<file path="config.mk">
export PLATFORM = sky130hd
export DESIGN_NAME = bsg_link_upstream_serializer
export DESIGN_NICKNAME = d
export VERILOG_FILES = /design/src/rtl/bsg_link_pkg.sv /design/src/rtl/bsg_link_credit_counter.sv /design/src/rtl/bsg_link_upstream_serializer.sv
export SDC_FILE = /design/constraint.sdc
export NUM_CORES = 1
export LEC_CHECK = 0
export ABC_AREA = 1
export CORE_ASPECT_RATIO = 0.5
export CORE_MARGIN = 5
export CORE_UTILIZATION = 50
export CTS_CLUSTER_DIAMETER = 200
export CTS_CLUSTER_SIZE = 24
export DETAILED_ROUTE_END_ITERATION = 6
export MAX_ROUTING_LAYER = met4
export PLACE_DENSITY = 0.85
export SLEW_MARGIN = 15
export SYNTH_ARGS = -nofsm -noshare
export SYNTH_HDL_FRONTEND = slang
export SYNTH_SLANG_ARGS = --single-unit
</file>
<file path="constraint.sdc">
create_clock -name clk -period 4 [get_ports clk]
set_input_delay 1.2 -clock clk [delete_from_list [all_inputs] [get_ports clk]]
set_output_delay 1.2 -clock clk [all_outputs]
set_load 0.05 [all_outputs]
</file>
<file path="src/rtl/bsg_link_pkg.sv">
// Shared types and sizing helpers for the BSG link upstream serializer.
// FSM state encoding plus width/offset arithmetic used by the serializer and credit counter.
package bsg_link_pkg;

    typedef logic [0:0] state_e;

    localparam state_e IDLE = 1'b0;
    localparam state_e SEND = 1'b1;

    function automatic int calc_beats(input int core_w, input int ch_num, input int ch_w);
        return core_w / (ch_num * ch_w);
    endfunction

    function automatic int calc_cnt_w(input int credits);
        return $clog2(credits) + 1;
    endfunction

    // Bit offset of beat k in the latched word; beats are taken LSB slice first.
    function automatic int beat_offset(input int k, input int lane_w);
        return k * lane_w;
    endfunction

endpackage

</file>
<file path="src/rtl/bsg_link_credit_counter.sv">
// Packets-in-flight tracker: wrapping sent/finished counters whose difference is the
// outstanding credit count, with a sticky flag for tokens that would underflow it.
module bsg_link_credit_counter
    import bsg_link_pkg::*;
#(
    parameter int CREDITS     = 64,
    parameter int TOKEN_DECIM = 1,
    localparam int CNT_W      = calc_cnt_w(CREDITS)
) (
    input  logic             clk,
    input  logic             rst,
    input  logic             inc,
    input  logic             token,
    output logic [CNT_W-1:0] credits,
    output logic             can_send,
    output logic             err
);

    logic [CNT_W-1:0] sent_cnt;
    logic [CNT_W-1:0] finish_cnt;
    logic             token_ok;

    // One extra counter bit lets a full window (CREDITS outstanding) differ from empty.
    assign credits  = sent_cnt - finish_cnt;
    assign can_send = credits < CNT_W'(CREDITS);
    assign token_ok = credits >= CNT_W'(TOKEN_DECIM);

    always_ff @(posedge clk) begin
        if (rst) begin
            sent_cnt   <= '0;
            finish_cnt <= '0;
            err        <= 1'b0;
        end else begin
            if (inc) begin
                sent_cnt <= sent_cnt + CNT_W'(1);
            end
            if (token) begin
                if (token_ok) begin
                    finish_cnt <= finish_cnt + CNT_W'(TOKEN_DECIM);
                end else begin
                    err <= 1'b1;
                end
            end
        end
    end

endmodule

</file>
<file path="src/rtl/bsg_link_upstream_serializer.sv">
// Core-to-link output stage: latches one core word per handshake and streams it out as
// BEATS beats over CH_NUM pad channels, gated by downstream credits.
module bsg_link_upstream_serializer
    import bsg_link_pkg::*;
#(
    parameter int CORE_W      = 64,
    parameter int CH_NUM      = 2,
    parameter int CH_W        = 8,
    parameter int CREDITS     = 64,
    parameter int TOKEN_DECIM = 1,
    localparam int CNT_W      = calc_cnt_w(CREDITS),
    localparam int LANE_W     = CH_NUM * CH_W
) (
    input  logic              clk,
    input  logic              rst,
    input  logic [CORE_W-1:0] core_data_i,
    input  logic              core_valid_i,
    output logic              core_ready_o,
    input  logic              io_token_i,
    output logic              io_valid_o,
    output logic [LANE_W-1:0] io_data_o,
    output logic [CNT_W-1:0]  credits_o,
    output logic              credit_err_o
);

    localparam int BEATS  = calc_beats(CORE_W, CH_NUM, CH_W);
    localparam int BEAT_W = (BEATS > 1) ? $clog2(BEATS) : 1;
    localparam logic [BEAT_W-1:0] LAST_BEAT = BEAT_W'(BEATS - 1);

    function automatic logic [LANE_W-1:0] beat_slice(input logic [CORE_W-1:0] word, input int k);
        return word[beat_offset(k, LANE_W) +: LANE_W];
    endfunction

    logic [CORE_W-1:0] word_q;
    state_e            state;
    logic [BEAT_W-1:0] beat;
    logic              can_send;
    logic              accept;
    logic              last_beat;

    bsg_link_credit_counter #(
        .CREDITS     (CREDITS),
        .TOKEN_DECIM (TOKEN_DECIM)
    ) credit_counter (
        .clk      (clk),
        .rst      (rst),
        .inc      (accept),
        .token    (io_token_i),
        .credits  (credits_o),
        .can_send (can_send),
        .err      (credit_err_o)
    );

    // beat indexes the slice currently on the pads, so accepting during the last beat
    // puts the next word's beat 0 out on the following cycle with no bubble.
    assign last_beat    = (beat == LAST_BEAT);
    assign core_ready_o = !rst && can_send && (state == IDLE || (state == SEND && last_beat));
    assign accept       = core_valid_i && core_ready_o;

    always_ff @(posedge clk) begin
        if (rst) begin
            word_q     <= '0;
            state      <= IDLE;
            beat       <= '0;
            io_valid_o <= 1'b0;
            io_data_o  <= '0;
        end else if (accept) begin
            word_q     <= core_data_i;
            io_data_o  <= beat_slice(core_data_i, 0);
            io_valid_o <= 1'b1;
            state      <= SEND;
            beat       <= '0;
        end else if (state == SEND && !last_beat) begin
            io_data_o  <= beat_slice(word_q, int'(beat) + 1);
            io_valid_o <= 1'b1;
            beat       <= beat + BEAT_W'(1);
        end else begin
            // Pads keep their last data while idle.
            state      <= IDLE;
            beat       <= '0;
            io_valid_o <= 1'b0;
        end
    end

endmodule

</file>
# Yosys cells after proc, flatten, opt, wreduce, memory -nomap -nowiden
# Cells that the tools add are included.
op_classes:
  n_addsub: 5
  mul: 0
  div_mod_pow: 0
  order_cmp: 2
  n_eq_ne: 2
  n_shift: 1
  n_mux: 6
  bitwise_logic: 3
  n_reduce_logical: 12
ops:
  columns: ["op", "count"]
  rows:
  - ["64-bit by 8-bit variable part select with 16-bit output", 1]
  - ["16-bit two-way mux", 2]
  - ["7-bit by 1-bit adder with 7-bit output, second input constant", 2]
  - ["7-bit by 1-bit >= comparator with 1-bit output, second input constant", 1]
  - ["7-bit < comparator, second input constant", 1]
  - ["7-bit subtractor", 1]
  - ["1-bit logical AND", 5]
  - ["1-bit two-way mux", 4]
  - ["2-bit AND reduction", 2]
  - ["2-bit by 1-bit adder with 3-bit output, second input constant", 1]
  - ["1-bit NOT", 3]
  - ["3-bit OR reduction", 1]
  - ["2-bit by 1-bit adder with 2-bit output, second input constant", 1]
  - ["2-bit equality test, second input constant", 1]
  - ["1-bit zero test", 2]
  - ["2-bit != test, second input constant", 1]
  - ["2-bit nonzero test", 1]
  - ["1-bit logical OR", 1]
word_totals:
  reg_bits: 99
  latchBits: 0
  ramBits: 0
  mem_bits_ro: 0
  inputBits: 68
  word_cells: 39
  mem_count: 0

# Logic depth before layout (Yosys ltp)
logic_depth:
  depth_word: 6
  mapped_depth: 15

# Hierarchy
# From an unflattened synthesis, not the netlist that was laid out.
hier_totals:
  hier_cells: 600
  area_unflattened_um2: 4170.2
by_module_without_submodules:
  columns: ["module", "instances", "cells_per_inst", "area_per_inst_um2", "seq_area_each_um2"]
  rows:
  - ["bsg_link_upstream_serializer", 1, 438, 3081.7, 1361.3]
  - ["bsg_link_credit_counter", 1, 162, 1088.5, 300.3]

# Least setup slack after synthesis
# No wires, ideal clock.
synth_timing:
  kind: "flip-flop to output port"
  from: "register credit_counter.sent_cnt[0]"
  to: "output core_ready_o"
  t_arrival_ns: 2.906
  path_slack_ns: -0.106
  path_stages_with_launch: 13
  cell_sequence: "dfxtp_1 inv_1 ha_1 inv_1 fa_1 nand2_1 nand2_2 nand3_2 nand3_1 nand2_2 buf_4 inv_1 nor3_1"
synth_via:
  elab_chain_len: 4
synth_lines:
  columns: ["element", "line_no", "text"]
  rows:
  - ["start: declaration", "bsg_link_credit_counter.sv:19", "logic [CNT_W-1:0] sent_cnt;"]
  - ["start signal: assignment", "bsg_link_credit_counter.sv:35", "sent_cnt <= sent_cnt + CNT_W'(1);"]
  - ["7-bit subtractor", "bsg_link_credit_counter.sv:24", "assign credits = sent_cnt - finish_cnt;"]
  - ["via credits_o[6]", "bsg_link_upstream_serializer.sv:22", "output logic [CNT_W-1:0] credits_o,"]
  - ["7-bit < comparator", "bsg_link_credit_counter.sv:25", "assign can_send = credits < CNT_W'(CREDITS);"]
  - ["1-bit logical AND (2 in a row)", "bsg_link_upstream_serializer.sv:57", "assign core_ready_o = !rst && can_send && (state == IDLE || (state == SEND && last_beat));"]
  - ["end: declaration", "bsg_link_upstream_serializer.sv:18", "output logic core_ready_o,"]
# The timed path passes the listed nets, and every way through them passes these cells.

# Worst setup path after layout
layout_timing:
  from: "register credit_counter.sent_cnt[0]"
  to: "output credits_o[4]"
layout_via:
  elab_chain_len: 1
layout_lines:
  columns: ["element", "line_no"]
  rows:
  - ["7-bit subtractor", "bsg_link_credit_counter.sv:24"]
  - ["end: declaration", "bsg_link_upstream_serializer.sv:22"]
# Every way passes these cells.

==> impl_metrics.csv <==
group,metric,value,unit
die,core,8000,sq um
critical_path,critPathArrivalTime,2.57,ns
sta,tns,0,ns
clock_network,cts_tree,"yes",
place,dp_hpwl,7836,microns
critical_path,cp.required,2.80,ns
routing,viasPerCell,5.196,
finish,final_nets,737,
sta,min_period,3.766,ns
critical_path,cp_max_fo,4,
outcome,status,"completed",
finish,areaGrowthSynthToFinish,30.47,%
pwr,p_int,1.619,mW
sta,setup_viol,0,
flow_run,cap_violations,0,
sta,relSlewSlack,0.5045,
sta,timing.final.crit_share,0.9416,
pwr,irDropWorstVdd,258.4,uV
sta,rsz0062_at_grt,"false",
sta,worst_slew_pin_slew,0.7424,ns
logic_synthesis,synth_top_area_cell,"dfxtp_1",
die,start_util,0.5138,
critical_path,reg2regPathDepth,13,
finish,post-route-util,0.6703,
die,row_count,23,
clock_network,clk_pin_slew_worst_paths,0.06,ns
global_route,antenna_found_initial,0,
hold_path,min_from,"word_q[39]",
sta,report.final.slew_viol_count,0,
pwr,cellPowerDensity,437.5,nW/um^2
place,pre_cts_slack,0.5856,ns
clock_network,postCtsHoldBufs,0,
critical_path,cpMostUsedCell,"nand2_1",
global_route,grt_pass1_vias,3725,
routing,ant_nets,0,
clock_network,cts.root.buffer_cell,"clkbuf_16",
clock_network,clock_latency,0.34,ns
clock_network,cts_buffers,9,
hold_path,worstHoldPathType,"flop to flop",
critical_path,start_kind,"flop",
clock_network,ctsResizeCount,0,
critical_path,crit_path_cell_trace,"inv_1, ha_1, inv_1, fa_1, nand2_1, nand2_2, nand2_1, nand2_1, nand2_1, clkdlybuf4s50_1",
place,place_congestion,0.8601,
pwr,seqPwrFrac,0.395,
die,die_area,10240,sq um
logic_synthesis,ys_ff_latch,83,
logic_synthesis,synth_nets,661,
routing,drc,0,
place,place_inst,760,
logic_synthesis,yosys_warnings,0,
logic_synthesis,syn_area,4110,sq um
pwr,p_comb_frac,0.256,
routing,wirelength,10880,microns
logic_synthesis,synth.area.top_cells,"dfxtp_1 40%, o21ai_0 10%, a21oi_1 9.7%",
logic_synthesis,yosysSeqAreaShare,0.4043,
sta,final.setup.worst_slack,0.2335,ns
critical_path,crit_family,"buffers and inverters",
critical_path,crit_path_top_delay_cell,"clkdlybuf4s50_1",
global_route,grt-ovfl-total,0,
critical_path,crit_start,"credit_counter.sent_cnt[0]",
finish,drive_gt1_frac,0.04819,
pwr,switching_share,0.3100,
logic_synthesis,ys_types,27,
clock_network,post-cts-setup-buffers,0,
critical_path,cp.depth,10,
global_route,grt_pass1_wl,17190,microns
logic_synthesis,syn_inst,583,
finish,antenna_cells,0,
die,die_y,74.11,microns
die,die_width,138.2,microns
sta,hold_viol,0,
routing,num_vias,4032,
critical_path,worstSetupPathType,"flop to output pin",
die,pin_count,94,
global_route,grt_max_degree,63,
routing,avgRoutedWirePerCell,14.02,microns
pwr,switchingPower,0.7273,mW
logic_synthesis,syn_avg_cell_area,7.050,sq um
routing,drt_iter0_drc,329,
critical_path,slowest_delay,0.81,ns
clock_network,cts_sinks,83,
finish,final_cells,776,
logic_synthesis,synth_top_area_frac,0.4043,
pwr,power_frac_clock,0.349,
critical_path,path_buf_inv,3,
pwr,p_leak,2.176,nW
clock_network,clk_path_buf_depth,2,
sta,finalClockSkew,0.004202,ns
critical_path,critPathCaptureType,"output pin",
clock_network,htree_num_levels,3,
global_route,grt_use_total,0.2181,
critical_path,r2r_start,"credit_counter.sent_cnt[0]",
routing,first_pass_iters,5,
sta,max_freq,265.5,MHz
hold_path,hold_depth,2,
place,portBuffers,93,
[metrics by stage]
step / area [sq um] / hold slack [ns] / power (mW)
finish: 5363 / 0.4401 / 2.346
CTS: 5363 / 0.4420 / 2.351
floorplan: 4115 / 0.4205 / 1.339
detailed placement: 5074 / 0.4333 / 1.540
global placement: 5074 / 0.4289 / 1.527
global route: 5363 / 0.4659 / 2.450
[layout make-up]
class	count	area, sq um
sequential	83	1662
timing repair buffer	101	1011
multi-input combinational	371	1912
fill	709	2638
tap	112	140.1
clock buffer	14	254.0
inverter	93	349.1
clock inverter	2	35.03
[synthesized netlist by cell type (all sizes together)]
cell type and instances:
a21oi 80, and3 1, buf 12, clkbuf 24
dfxtp 83, fa 1, ha 9, inv 93
nand2 75, nand3 19, nand3b 2, nand4 25
nor2 62, nor3 4, o21ai 82, xnor2 5
xor2 6
[worst reg2reg max path, cell delays in order (launching register included)]
cell     delay [ns]
dfxtp_1        0.33
inv_1          0.10
ha_1           0.14
inv_1          0.07
fa_1           0.41
nand2_1        0.09
nand2_2        0.07
nand3_2        0.10
nand2_1        0.08
nand2_1        0.13
nand4_4        0.35
buf_12         0.34
o21ai_0        0.23
a21oi_1        0.06
[cell families (layout without fill, tap and decap cells)]
group / Yosys count / in the layout / share of synthesized area
and+or+nand+nor: 188 / 188 / 0.2091
DFF: 83 / 83 / 0.4043
AOI/OAI and AO/OA: 162 / 162 / 0.1973
buffers and inverters: 129 / 210 / 0.1318
adders and majority gates: 10 / 10 / 0.03227
xor gates and xnor gates: 11 / 11 / 0.02527
[registers in the layout (all words and copies together) (netlist names)]
signal	count
io_valid_o	1
credit_counter.sent_cnt	7
credit_counter.finish_cnt	7
io_data_o	16
word_q	48
state	1
credit_counter.err	1
beat	2
[power by group through the flow]
stage	clock network, mW	logic, mW	registers (mW)
3_3_place_gp	0	0.588	0.939
2_1_floorplan	0	0.355	0.984
6_report	0.819	0.602	0.926
3_5_place_dp	0	0.597	0.942
4_1_cts	0.824	0.602	0.925
5_1_grt	0.862	0.657	0.931
[path summary, 6_finish.rpt]
kind / slack (ns) / end
hold / removal: 0.44 / word_q[39]
hold reg to reg: 0.44 / word_q[39]
setup / recovery: 0.23 / credits_o[4]
setup reg to reg: 1.38 / word_q[38]
[layout by cell type, fill, tap and decap left out, types with 3 or more instances in the layout]
master / count
buf_4: 8
nand2_2: 3
a21oi_1: 80
ha_1: 9
nor3_1: 3
dfxtp_1: 83
xor2_1: 6
nand2_1: 71
inv_1: 93
nor2_1: 62
clkdlybuf4s50_1: 91
nand3_1: 16
nand4_1: 24
clkbuf_16: 9
clkbuf_1: 4
xnor2_1: 4
o21ai_0: 82
[layer usage]
layer	global-route usage	routed length, microns
met3	0.05074	708
met5	-	0
met1	0.2581	4618
met2	0.3683	5323
met4	0.08762	227
Power figures use the tool's default switching activity.
